**config.mk**
```make
export PLATFORM = sky130hd
export DESIGN_NAME = mac_psum_accumulator
export DESIGN_NICKNAME = d
export VERILOG_FILES = /design/src/rtl/mac_psum_accumulator.sv
export SDC_FILE = /design/constraint.sdc
export NUM_CORES = 1
export LEC_CHECK = 0
export ABC_CLOCK_PERIOD_IN_PS = 2850
export CORE_ASPECT_RATIO = 1.4
export CORE_MARGIN = 1
export CORE_UTILIZATION = 30
export CTS_CLUSTER_DIAMETER = 100
export DETAILED_ROUTE_END_ITERATION = 7
export GPL_TIMING_DRIVEN = 0
export RECOVER_POWER = 100
export SYNTH_ARGS = -nofsm -noshare
export SYNTH_HDL_FRONTEND = slang
export SYNTH_SLANG_ARGS = --single-unit
```
**constraint.sdc**
```tcl
create_clock -name clk -period 2.85 [get_ports clk]
set_clock_uncertainty 0.2 [all_clocks]
set_input_delay 0.285 -clock clk [delete_from_list [all_inputs] [get_ports clk]]
set_output_delay 0.285 -clock clk [all_outputs]
set_load 0.02 [all_outputs]
```
**src/rtl/mac_psum_accumulator.sv**
```systemverilog
// Dual-lane partial-sum accumulator: sums cfg_acc_len signed MAC beats per lane and queues results in a 2-entry FIFO.
// Build option: define ACC_SATURATE_EN to clamp lane additions instead of wrapping.
module mac_psum_accumulator #(
  parameter int MAC_DW = 21,
  parameter int ACC_DW = 32
) (
  input  logic                  clk,
  input  logic                  rst_n,
  input  logic [7:0]            cfg_acc_len,
  input  logic                  in_vld,
  output logic                  in_rdy,
  input  logic [2*MAC_DW-1:0]   in_dat,
  output logic                  out_vld,
  input  logic                  out_rdy,
  output logic [2*ACC_DW-1:0]   out_dat,
  output logic                  busy
);

  // Handshake: a transfer happens on a rising edge where vld && rdy; vld/dat hold until taken.
  typedef enum logic {IDLE = 1'b0, ACC = 1'b1} state_t;

  state_t              state;
  logic [8:0]          cnt;
  logic [8:0]          len_q;
  logic [ACC_DW-1:0]   acc0;
  logic [ACC_DW-1:0]   acc1;

  logic [2*ACC_DW-1:0] mem [2];
  logic                wr_ptr;
  logic                rd_ptr;
  logic [1:0]          count;

  logic                accept;
  logic                push;
  logic                pop;
  logic [2*ACC_DW-1:0] push_dat;
  logic [8:0]          len_cfg;
  logic [8:0]          cnt_nxt;
  logic [ACC_DW-1:0]   ext0;
  logic [ACC_DW-1:0]   ext1;
  logic [ACC_DW-1:0]   sum0;
  logic [ACC_DW-1:0]   sum1;

  function automatic logic [ACC_DW-1:0] lane_add(input logic [ACC_DW-1:0] a,
                                                 input logic [ACC_DW-1:0] b);
`ifdef ACC_SATURATE_EN
    logic [ACC_DW:0] s;
    s = {a[ACC_DW-1], a} + {b[ACC_DW-1], b};
    if (s[ACC_DW] != s[ACC_DW-1])
      lane_add = s[ACC_DW] ? {1'b1, {(ACC_DW-1){1'b0}}} : {1'b0, {(ACC_DW-1){1'b1}}};
    else
      lane_add = s[ACC_DW-1:0];
`else
    lane_add = a + b;
`endif
  endfunction

  assign ext0    = ACC_DW'($signed(in_dat[MAC_DW-1:0]));
  assign ext1    = ACC_DW'($signed(in_dat[2*MAC_DW-1:MAC_DW]));
  assign sum0    = lane_add(acc0, ext0);
  assign sum1    = lane_add(acc1, ext1);
  assign len_cfg = (cfg_acc_len == 8'd0) ? 9'd256 : {1'b0, cfg_acc_len};
  assign cnt_nxt = cnt + 9'd1;

  assign in_rdy  = (count != 2'd2);
  assign out_vld = (count != 2'd0);
  assign out_dat = mem[rd_ptr];
  assign busy    = (state == ACC);
  assign accept  = in_vld && in_rdy;
  assign pop     = out_vld && out_rdy;

  always_comb begin
    push     = 1'b0;
    push_dat = {sum1, sum0};
    if (accept) begin
      if (state == IDLE) begin
        push     = (len_cfg == 9'd1);
        push_dat = {ext1, ext0};
      end else begin
        push     = (cnt_nxt == len_q);
      end
    end
  end

  always_ff @(posedge clk or negedge rst_n) begin
    if (!rst_n) begin
      state <= IDLE;
      cnt   <= '0;
      len_q <= '0;
      acc0  <= '0;
      acc1  <= '0;
    end else if (accept) begin
      case (state)
        IDLE: begin
          // The first beat loads rather than adds, so stale sums never leak into a new group.
          if (len_cfg != 9'd1) begin
            acc0  <= ext0;
            acc1  <= ext1;
            cnt   <= 9'd1;
            len_q <= len_cfg;
            state <= ACC;
          end
        end
        ACC: begin
          if (cnt_nxt == len_q) begin
            cnt   <= '0;
            state <= IDLE;
          end else begin
            acc0 <= sum0;
            acc1 <= sum1;
            cnt  <= cnt_nxt;
          end
        end
        default: state <= IDLE;
      endcase
    end
  end

  always_ff @(posedge clk or negedge rst_n) begin
    if (!rst_n) begin
      mem[0] <= '0;
      mem[1] <= '0;
      wr_ptr <= 1'b0;
      rd_ptr <= 1'b0;
      count  <= '0;
    end else begin
      if (push) begin
        mem[wr_ptr] <= push_dat;
        wr_ptr      <= ~wr_ptr;
      end
      if (pop) rd_ptr <= ~rd_ptr;
      case ({push, pop})
        2'b10:   count <= count + 2'd1;
        2'b01:   count <= count - 2'd1;
        default: count <= count;
      endcase
    end
  end

endmodule

```
# == Word-level counts from Yosys, hierarchy flattened ==
# Index checks and enable logic that the tools add are counted.
# op_classes
add_sub_neg,5
n_lt_le_gt_ge,3
n_eq_ne,8
muxes,24
n_bitwise,5
n_reduce_logical,9
# op_table
operator,n
64-bit two-way mux,6
128-bit bitwise mux,1
32-bit two-way mux,4
32-bit case mux with 2 select lines,2
32-bit adder,2
64-bit demux with 1-bit select,1
9-bit two-way mux,3
9-bit case mux with 2 select lines,1
9-bit by 1-bit adder with 9-bit output (second input constant),1
9-bit by 1-bit == test with 1-bit output (second input constant),1
9-bit == test,1
9-bit by 1-bit inequality test with 1-bit output (second input constant),1
8-bit logical NOT,1
3-bit AND reduction,2
2-bit greater-or-equal comparator (second input constant),2
1-bit two-way mux,4
2-bit inequality test (second input constant),2
1-bit NOT with 2-bit output,2
2-bit case mux with 2 select lines,1
2-bit nonzero test,2
1-bit logical AND,3
1-bit NOT,3
2-bit by 1-bit adder with 2-bit output (second input constant),1
2-bit by 1-bit == test with 1-bit output (second input constant),1
other kinds (6),6
# word_totals
regBits,215
input_bits,54
output_inout_bits,67
wordCells,64

# == Depth between registers and ports, before layout ==
# logic_depth
ltp_word,7
ltp_mapped,12
depth_no_buf,12

# == Worst setup path after synthesis ==
# Ideal clock, no wire load.
# synth_timing
kind,reg-to-reg
startpoint,reg acc0[0]
endpoint,reg mem[94] (netlist name)
setup_time_ns,0.082
arrival_time_ns,2.780
t_required_ns,2.568
slack_ns,-0.211
path_stages_with_launch,12
path_buffers,0
period_less_slack_ns,3.061
path_cell_list,dfrtp_1 ha_1 fa_1 a21o_1 a22o_1 o31ai_2 a21oi_1 o31a_1 a221oi_1 xnor2_1 nand2_1 a31oi_1
# synth_between
elab_chain_len,4
# synth_lines
item,line_no,text
from (decl),25,logic [ACC_DW-1:0] acc0;
from (signal assigned),97,acc0 <= ext0;
from (signal assigned),109,acc0 <= sum0;
32-bit adder (*),54,lane_add = a + b;
64-bit two-way mux,76,if (state == IDLE) begin
64-bit two-way mux (*),75,if (accept) begin
128-bit bitwise mux (*),128,mem[wr_ptr] <= push_dat;
"to (signal, indexed assignment)",128,
to (decl),28,logic [2*ACC_DW-1:0] mem [2];
# Mark *: on every way between the ends. The rest lies on a longest branch, timed or not.
# A chain may end at the register's enable or synchronous reset.

# == Worst setup path in the final report ==
# layout_timing
startpoint,reg acc0[0]
endpoint,reg mem[30] (netlist name)
# The elaborated chain is that of the path after synthesis.

==> flow_summary.json <==
{
  "rsz0062_at_grt": "true",
  "die_w_um": 181.1,
  "met2_usage": 0.3798,
  "nets": 1849,
  "grtUsageTotal": 0.2054,
  "cts_buffer_depth": 3,
  "row_count": 91,
  "start_util": 0.3050,
  "vias": 12680,
  "cp-startpoint": "acc0[0]$_DFFE_PN0P_",
  "final_util": 0.4255,
  "wl_per_cell_um": 21.66,
  "vias_per_cell": 5.505,
  "fin_tns_setup_ns": -20.68,
  "p_leak_nw": 8.262,
  "clkTransAtPathRegs_ns": 0.06,
  "finalCritPeriodShare": 1.110,
  "setup_violations": 159,
  "violations": "setup timing",
  "arrival_ns": 3.43,
  "maxCapViolations": 0,
  "ys_warn_count": 0,
  "ys_seq_area_frac": 0.3993,
  "synth_fp_nets": 1630,
  "port_buffers": 120,
  "startpoint_type": "flip-flop",
  "h-tree-depth": 1,
  "synth_async_sr_flop_share": 1.000,
  "cts_sinks": 215,
  "areaGrowthSynthToFinish_pct": 39.51,
  "grt-ovfl-total": 0,
  "critPathMaxFanout": 3,
  "core_area_mm2": 0.04418,
  "synth_edf_count": 0,
  "powerDensity_mw_per_mm2": 1184,
  "antenna_left": 0,
  "synth_cells": 1510,
  "drt_iter0_markers": 725,
  "route.detailed.drc": 0,
  "die-area_mm2": 0.04577,
  "clock_latency_ns": 0.56,
  "status": "complete, but fails checks",
  "r2r_start": "acc0[0]$_DFFE_PN0P_",
  "n_antenna_cell": 0,
  "cts_buffers": 23,
  "grt_max_degree": 118,
  "grt_pass1_wl_um": 72690,
  "min_from": "cfg_acc_len[1]",
  "drv_slew": 0,
  "dr.pass1.iters": 6,
  "antenna_found_initial": 0,
  "grt_pass1_vias": 12700,
  "clock.fmax_mhz": 316.0,
  "layout-drive-gt1-share": 0.2772,
  "io_pins": 121,
  "met1_usage": 0.2276,
  "cts-root-buf": "clkbuf_16",
  "worst_ep_required_time_ns": 3.11,
  "ys_types": 73,
  "hold_viol": 0,
  "min_path_type": "in -> reg",
  "synth_area_per_cell_um2": 8.922,
  "place_area_mm2": 0.01546,
  "die_h_um": 252.7,
  "end_kind": "flip-flop",
  "syn-cell-area_mm2": 0.01347,
  "pre_cts_ws_ns": -1.382,
  "finalWirelength_um": 49910,
  "place_congestion": 0.9709,
  "cts_tree": "yes",
  "fin_ws_ns": -0.3145,
  "crit_type": "reg -> reg",
  "vdd.ir_drop.worst_uv": 616.1,
  "finalInstanceArea_mm2": 0.01880,
  "fin_crit_ns": 3.164,
  "busiest_layer": "met2",
  "synthFlopType": "dfrtp_1",
  "tightest_slew_ns": 1.410,
  "grtUsageMet3": 0.02176,
  "slew-limit-headroom": 0.06015,
  "place_hpwl_um": 34160,
  "synth-seq-cells": 215
}
## flip-flops by register name, indices dropped and copies added, names as in the netlist
register	count
acc0	32
count	2
mem	128
len_q	9
cnt	9
acc1	32
wr_ptr	1
busy	1
rd_ptr	1
## cells by family after synthesis
group / Yosys count / share of synthesized area
flip-flops: 215 / 0.3993
AO/OA/AOI/OAI: 443 / 0.1960
XOR/XNOR: 75 / 0.04876
AND/OR/NAND/NOR: 472 / 0.1540
adder cells (fa/ha/maj): 66 / 0.06241
buffers and inverters: 106 / 0.03390
multiplexers: 133 / 0.1056
## cells in the mapped netlist (all sizes together), types with 20 or more instances
cell,number,area (um^2)
buf,20,133.9
xor2,28,245.2
nand3,32,175.2
clkbuf,70,262.8
a21oi,149,757.0
ha,64,800.8
a21o,21,157.7
nand2,217,814.5
mux2i,60,600.6
nor2,128,480.5
dfrtp,215,5380
mux2,73,822.0
xnor2,47,411.6
o21ai,169,849.6
## per-stage QoR
stage | total power [W] | hold WS [ns] | instances
3_3_place_gp | 0.01532 | 0.2511 | 2188
4_1_cts | 0.02072 | 0.1067 | 2272
5_1_grt | 0.02356 | 0.1257 | 2304
2_1_floorplan | 0.01218 | -0.2106 | 1510
6_report | 0.02225 | 0.1118 | 2304
3_5_place_dp | 0.01552 | 0.1888 | 2189
## report_power, final
| group | internal [W] | switching, W |
|---|---|---|
| Sequential | 0.00406 | 0.000727 |
| Clock | 0.00198 | 0.00137 |
| Combinational | 0.00617 | 0.00794 |
| Total | 0.0122 | 0.0100 |
## worst paths after layout
kind	end	slack [ns]	cells after the start
min reg2reg	mem[12]$_DFFE_PN0P_	0.27	2
max in group asynchronous	cnt[2]$_DFFE_PN0P_	0.16	3
min	len_q[1]$_DFFE_PN0P_	0.11	3
max reg2reg	mem[30]$_DFFE_PN0P_	-0.31	11
min in group asynchronous	mem[72]$_DFFE_PN0P_	0.42	2
max	mem[30]$_DFFE_PN0P_	-0.31	11
## worst max-delay path, cell delays in order (launching register included)
cell	delay, ns
dfrtp_1	0.41
ha_4	0.18
fa_2	0.34
a21o_1	0.18
a22o_1	0.23
o31ai_4	0.34
a21oi_4	0.10
o31a_1	0.29
a221oi_2	0.33
xnor2_2	0.19
nand2_1	0.11
a31oi_1	0.18
## cell usage in the layout (no fill, tap or decap), types with 23 or more instances in the layout
cell / n
dfrtp_1: 212
xnor2_1: 32
clkbuf_2: 28
nand3_1: 23
a21oi_2: 34
o21ai_0: 102
buf_4: 58
mux2i_1: 58
clkdlybuf4s50_1: 99
ha_4: 24
o21ai_1: 39
clkbuf_16: 32
nor2_1: 97
a21oi_1: 107
nand2_1: 211
mux2_2: 68
ha_1: 29
## repair_timing
action | in CTS | in global routing
setup buffers | 46 | 28
hold buffers | 1 | 0
pin swaps | 72 | 66
endpoints found under the hold margin | 98 | 0
gates cloned | 0 | 10
endpoints found under the setup margin | 268 | 200
resized for setup | 227 | 263
## final cells by class
cell class              instances  area, um^2
plain buffers                  78       634.4
clock buffers                  29       648.1
clock inverters                13       175.2
fillers                      4189       25380
inverters                      16       60.06
multi-input cells            1189        9102
flip-flops and latches        215        5384
well taps                     558       698.2
repair buffers                206        2093
## routing by layer
layer	part of all wire	wire length, um
met1	0.38	18950
met2	0.53	26430
met3	0.040	1975
met4	0.051	2551
met5	0	0
Power figures use the tool's default switching activity.
